===== src/rtl/vga_timing_36mhz.sv =====
// vga_timing_36mhz
// Raster timing generator for VESA 800x600@56Hz, clocked by the 36 MHz pixel clock.
// Every output is a register loaded from the next-state counter values, so all
// outputs describe the same (h_cnt, v_cnt) position in any given cycle.
// Ports:
//   clk_36MHz    - pixel clock
//   reset_n      - synchronous active-low reset
//   hsync/vsync  - sync pulses, level SYNC_POL while asserted
//   video_active - inside the visible 800x600 area
//   pix_x/pix_y  - current h_cnt / v_cnt
//   line_start   - pulse at h_cnt==0
//   frame_start  - pulse at h_cnt==0, v_cnt==0
//   fetch_en     - pixel (fetch_x, fetch_y) becomes visible PREFETCH cycles later
//   fetch_x/y    - look-ahead coordinate, 0 when fetch_en is low
module vga_timing_36mhz #(
    parameter int H_ACTIVE = 800,
    parameter int H_FP     = 24,
    parameter int H_SYNC   = 72,
    parameter int H_BP     = 128,
    parameter int V_ACTIVE = 600,
    parameter int V_FP     = 1,
    parameter int V_SYNC   = 2,
    parameter int V_BP     = 22,
    parameter int SYNC_POL = 1,
    parameter int PREFETCH = 2
) (
    input  logic       clk_36MHz,
    input  logic       reset_n,
    output logic       hsync,
    output logic       vsync,
    output logic       video_active,
    output logic [9:0] pix_x,
    output logic [9:0] pix_y,
    output logic       line_start,
    output logic       frame_start,
    output logic       fetch_en,
    output logic [9:0] fetch_x,
    output logic [9:0] fetch_y
);
    localparam int H_TOTAL = H_ACTIVE + H_FP + H_SYNC + H_BP;
    localparam int V_TOTAL = V_ACTIVE + V_FP + V_SYNC + V_BP;
    localparam int HW = (H_TOTAL > 1024) ? 11 : 10;
    localparam int VW = (V_TOTAL > 1024) ? 11 : 10;

    // Constants are one bit wider than the counters so that range ends equal
    // to the total (e.g. zero back porch) never overflow.
    localparam logic [HW-1:0] H_LAST   = HW'(H_TOTAL - 1);
    localparam logic [VW-1:0] V_LAST   = VW'(V_TOTAL - 1);
    localparam logic [HW:0]   H_TOT_W  = (HW+1)'(H_TOTAL);
    localparam logic [HW:0]   H_ACT_W  = (HW+1)'(H_ACTIVE);
    localparam logic [VW:0]   V_ACT_W  = (VW+1)'(V_ACTIVE);
    localparam logic [HW:0]   HS_BEG   = (HW+1)'(H_ACTIVE + H_FP);
    localparam logic [HW:0]   HS_END   = (HW+1)'(H_ACTIVE + H_FP + H_SYNC);
    localparam logic [VW:0]   VS_BEG   = (VW+1)'(V_ACTIVE + V_FP);
    localparam logic [VW:0]   VS_END   = (VW+1)'(V_ACTIVE + V_FP + V_SYNC);
    localparam logic [HW:0]   PF_W     = (HW+1)'(PREFETCH);
    localparam logic          SP       = (SYNC_POL != 0);

    logic [HW-1:0] r_h_cnt;
    logic [VW-1:0] r_v_cnt;

    logic          w_h_wrap;
    logic [HW-1:0] w_h_nxt;
    logic [VW-1:0] w_v_nxt;
    logic [HW:0]   w_fsum;
    logic          w_fwrap;
    logic [HW-1:0] w_fcol;
    logic [VW-1:0] w_frow;
    logic          w_fen;
    logic          w_hs;
    logic          w_vs;
    logic          w_va;

    assign w_h_wrap = (r_h_cnt == H_LAST);
    assign w_h_nxt  = w_h_wrap ? '0 : r_h_cnt + 1'b1;
    assign w_v_nxt  = w_h_wrap ? ((r_v_cnt == V_LAST) ? '0 : r_v_cnt + 1'b1) : r_v_cnt;

    // Look-ahead target: column wraps modulo H_TOTAL, and a wrap pushes the
    // row forward one line (modulo V_TOTAL), so the last line fetches row 0.
    assign w_fsum  = {1'b0, w_h_nxt} + PF_W;
    assign w_fwrap = (w_fsum >= H_TOT_W);
    assign w_fcol  = w_fwrap ? HW'(w_fsum - H_TOT_W) : HW'(w_fsum);
    assign w_frow  = w_fwrap ? ((w_v_nxt == V_LAST) ? '0 : w_v_nxt + 1'b1) : w_v_nxt;
    assign w_fen   = ({1'b0, w_fcol} < H_ACT_W) && ({1'b0, w_frow} < V_ACT_W);

    assign w_hs = ({1'b0, w_h_nxt} >= HS_BEG) && ({1'b0, w_h_nxt} < HS_END);
    assign w_vs = ({1'b0, w_v_nxt} >= VS_BEG) && ({1'b0, w_v_nxt} < VS_END);
    assign w_va = ({1'b0, w_h_nxt} < H_ACT_W) && ({1'b0, w_v_nxt} < V_ACT_W);

    always_ff @(posedge clk_36MHz) begin
        if (!reset_n) begin
            // Parked on the last position so the first released edge lands on (0,0).
            r_h_cnt      <= H_LAST;
            r_v_cnt      <= V_LAST;
            hsync        <= ~SP;
            vsync        <= ~SP;
            video_active <= 1'b0;
            pix_x        <= '0;
            pix_y        <= '0;
            line_start   <= 1'b0;
            frame_start  <= 1'b0;
            fetch_en     <= 1'b0;
            fetch_x      <= '0;
            fetch_y      <= '0;
        end else begin
            r_h_cnt      <= w_h_nxt;
            r_v_cnt      <= w_v_nxt;
            hsync        <= w_hs ? SP : ~SP;
            vsync        <= w_vs ? SP : ~SP;
            video_active <= w_va;
            pix_x        <= 10'(w_h_nxt);
            pix_y        <= 10'(w_v_nxt);
            line_start   <= (w_h_nxt == '0);
            frame_start  <= (w_h_nxt == '0) && (w_v_nxt == '0);
            fetch_en     <= w_fen;
            fetch_x      <= w_fen ? 10'(w_fcol) : '0;
            fetch_y      <= w_fen ? 10'(w_frow) : '0;
        end
    end
endmodule


===== config.mk =====
export PLATFORM = sky130hd
export DESIGN_NAME = vga_timing_36mhz
export DESIGN_NICKNAME = d
export VERILOG_FILES = /design/src/rtl/vga_timing_36mhz.sv
export SDC_FILE = /design/constraint.sdc
export NUM_CORES = 1
export LEC_CHECK = 0
export ABC_AREA = 1
export BUFFER_PORTS_ARGS = -buffer_cell sky130_fd_sc_hd__buf_2
export CORE_AREA = 10 10 108 110
export DETAILED_ROUTE_END_ITERATION = 10
export DIE_AREA = 0 0 118 120
export GPL_TIMING_DRIVEN = 0
export PLACE_DENSITY = 0.59
export SLEW_MARGIN = 20
export SYNTH_ARGS = -nofsm -noshare
export SYNTH_HDL_FRONTEND = slang
export SYNTH_SLANG_ARGS = --single-unit

===== constraint.sdc =====
create_clock -name clk_36MHz -period 2.95 [get_ports clk_36MHz]
set_clock_uncertainty 0.05 [all_clocks]
set_input_delay 0.59 -clock clk_36MHz [delete_from_list [all_inputs] [get_ports clk_36MHz]]
set_output_delay 0.59 -clock clk_36MHz [all_outputs]
set_load 0.05 [all_outputs]

==> flow_summary.toml <==
[synthesis]
synth.area.top_cells = "dfxtp_1 (37%), nand2_1 (12%), nand3_1 (6.0%)"
synthCells = 444
syn_nets = 456
ys_seq_area_frac = 0.3675
yosysUniqueCellTypes = 34
synth_seq_cells = 60
synth_top_area_cell = "dfxtp_1"
avgSynthCellArea_um2 = 7.361
synth_top_area_share = 0.3675
yosysWarningCount = 0
synthesis.area_um2 = 3268

[detailed_routing]
wirelength_mm = 8.093
drc_errors = 0
firstDrtPassIters = 4
antenna_left = 0
drt-initial-drc-count = 184
wl_per_cell_um = 12.53
vias = 2904
via_per_inst = 4.495

[floorplanning]
pin_count = 48
die_w_um = 118
die_h_um = 120
die_area_um2 = 14160
rows = 36
core_area_um2 = 9549
initial_core_util = 0.3422

[critical_path]
r2r_slack_ps = 170
startpoint = "r_h_cnt[0]$_SDFF_PN1_"
worst_ep_arrival_time_ps = 2970
reg2regPathDepth = 21
path_class = "reg -> reg"
worst-path-max-fanout = 10
crit_path_end_kind = "flip-flop"
r2r-end = "fetch_y[7]$_SDFF_PN0_"
reg2reg_from = "r_h_cnt[0]$_SDFF_PN1_"
crit_path_start_kind = "flip-flop"
required_ps = 3140

[finish]
nets = 520
syn2layout_area_growth_pct = 22.55
fin_cells = 646
stdcell_area_um2 = 4005
drive_gt1_frac = 0.3333
n_antenna_cell = 0

[sta]
worst_pin_slew_ps = 553.9
layout_min_cycle_time_ps = 2779
finalHoldViolations = 0
maxSlewViolCount = 0
finalCritPeriodShare = 0.9422
whs_ps = 547.7
finalSetupViolCount = 0
relSlewSlack = 0.6307
max_freq_ghz = 0.3598

[clock_tree]
postCtsHoldBufs = 0
cts_sinks = 60
clk_latency_ps = 350
clk_pin_slew_ps = 70
root_buffer = "clkbuf_8"
cts_tree = "done"
cts_buffer_depth = 2
htree_levels = 3
cts-buffers-inserted = 9

[global_routing]
globalRouteTotalUtil = 0.1176
grt_pass1_wl_mm = 13.73
grt_max_degree = 13
grt_pass1_vias = 2891
antenna_found_initial = 0
grt-ovfl-total = 0

[placed_design]
numPortBuffers = 46
dp_hpwl_mm = 6.249
place_area_um2 = 3665
gp_congestion = 0.9073
dp.cells = 623

[worst_hold_path]
whs_endpoint = "r_v_cnt[4]$_SDFF_PN1_"
holdCritStartpoint = "reset_n"
hp-class = "in -> reg"
whs_path_depth = 2

[flow_run]
cap_viol_max_count = 0

[outcome]
outcome = "finished, final reports clean"
[layer usage]
layer / share of wire / routed length, um / vias up / global-route usage
met5: 0 / 0 / - / 0
met4: 0.0075 / 61 / 0 / 0.03787
met3: 0.056 / 455 / 8 / 0.03985
met2: 0.49 / 3936 / 58 / 0.2025
met1: 0.45 / 3639 / 1335 / 0.1345
li1: - / - / 1503 / -
[layout make-up]
cell class	count	area (um2)
fill	1032	5544
multi-input combinational	312	1841
sequential	60	1214
timing repair buffer	53	282.8
inverter	57	215.2
tap	133	166.4
clock buffer	9	123.9
buffer	15	111.4
clock inverter	7	51.30
[stage by stage]
step / utilization / setup WS, ps / setup TNS (ps)
floorplan: - / 241.8 / 0
global placement: 0.3838 / -224.9 / -4281
detailed placement: 0.3838 / -218.3 / -4136
CTS: 0.4078 / 30.08 / 0
global route: 0.4194 / -8.464 / -16.62
finish: 0.4194 / 170.6 / 0
[how the worst max path moves through the flow]
stage / end / slack (ps) / depth (start not counted)
2_1_floorplan: fetch_x[5]$_SDFF_PN0_ / 240 / 20
3_3_place_gp: fetch_y[7]$_SDFF_PN0_ / -220 / 20
3_5_place_dp: fetch_y[7]$_SDFF_PN0_ / -220 / 20
4_1_cts: fetch_y[7]$_SDFF_PN0_ / 30 / 19
5_1_grt: fetch_y[8]$_SDFF_PN0_ / -8 / 20
6_report: fetch_y[7]$_SDFF_PN0_ / 170 / 21
[cell usage in the layout, fill, tap and decap left out, types with 2 or more instances in the layout]
cell and instances:
nand2_1 103, dfxtp_1 54, inv_1 50, buf_2 48, nor2_1 47, nand3_1 33
nor2_2 28, nand2_2 14, nand4_1 14, buf_4 13, nor2_4 12, nand3_2 9
xor2_1 9, clkbuf_8 9, ha_1 8, inv_2 6, o21ai_0 5, nand2_4 4
nor3_1 4, clkbuf_1 4, dfxtp_2 4, o21bai_1 3, nand3_4 3, clkinv_2 3
buf_8 2, a21oi_1 2, inv_6 2, clkinvlp_4 2, dfxtp_4 2
[cells by family (layout without fill, tap and decap cells)]
family	Yosys count	after routing	synth area share
XOR/XNOR	12	12	0.04020
AND/OR/NAND/NOR	275	275	0.4269
buffers and inverters	72	141	0.09762
AO/OA/AOI/OAI	15	15	0.02948
adder cells (fa/ha/maj)	10	10	0.03828
flip-flops	60	60	0.3675
[synth_stat cells, drive strengths merged]
cell and count:
dfxtp 60, nand2 121, nand4 14, xnor2 2, nor3 5, inv 56, a211oi 1, ha 10
nor3b 1, o21bai 3, nand3 45, clkbuf 4, buf 11, xor2 10, a21oi 3, a221oi 1
o21ai 7, nor2 88, nor4 1, clkinv 1
[worst max-delay path: stages (launching register included)]
cell	delay [ps]
dfxtp_4	400
ha_4	180
nand2_4	90
nor2_4	160
nand2_4	90
nor2_4	210
buf_4	160
buf_4	120
nand3_1	70
nand2_1	100
nand3_1	90
nor2_1	160
nand4_1	120
nand2_1	80
nand2_1	60
nand2_1	60
inv_1	40
nand2_2	70
nand2_2	60
nand2_2	100
buf_8	160
nor2_1	50
[sequential cells by signal, indices dropped and copies added, names as in the netlist, 4 cells and up]
signal	cells
pix_y	10
fetch_y	10
fetch_x	10
pix_x	10
r_h_cnt	10
r_v_cnt	4
[repair_timing]
item | 4_1_cts | 5_1_grt
endpoints found under the hold margin | 0 | 0
buffers inserted | 5 | 2
setup endpoints to repair | 20 | 21
pin swaps | 2 | 8
resized for setup | 6 | 28
Power is left out: the tool's default activity adds up to more than one toggle a clock period on the data nets, which glitch-free logic cannot reach.
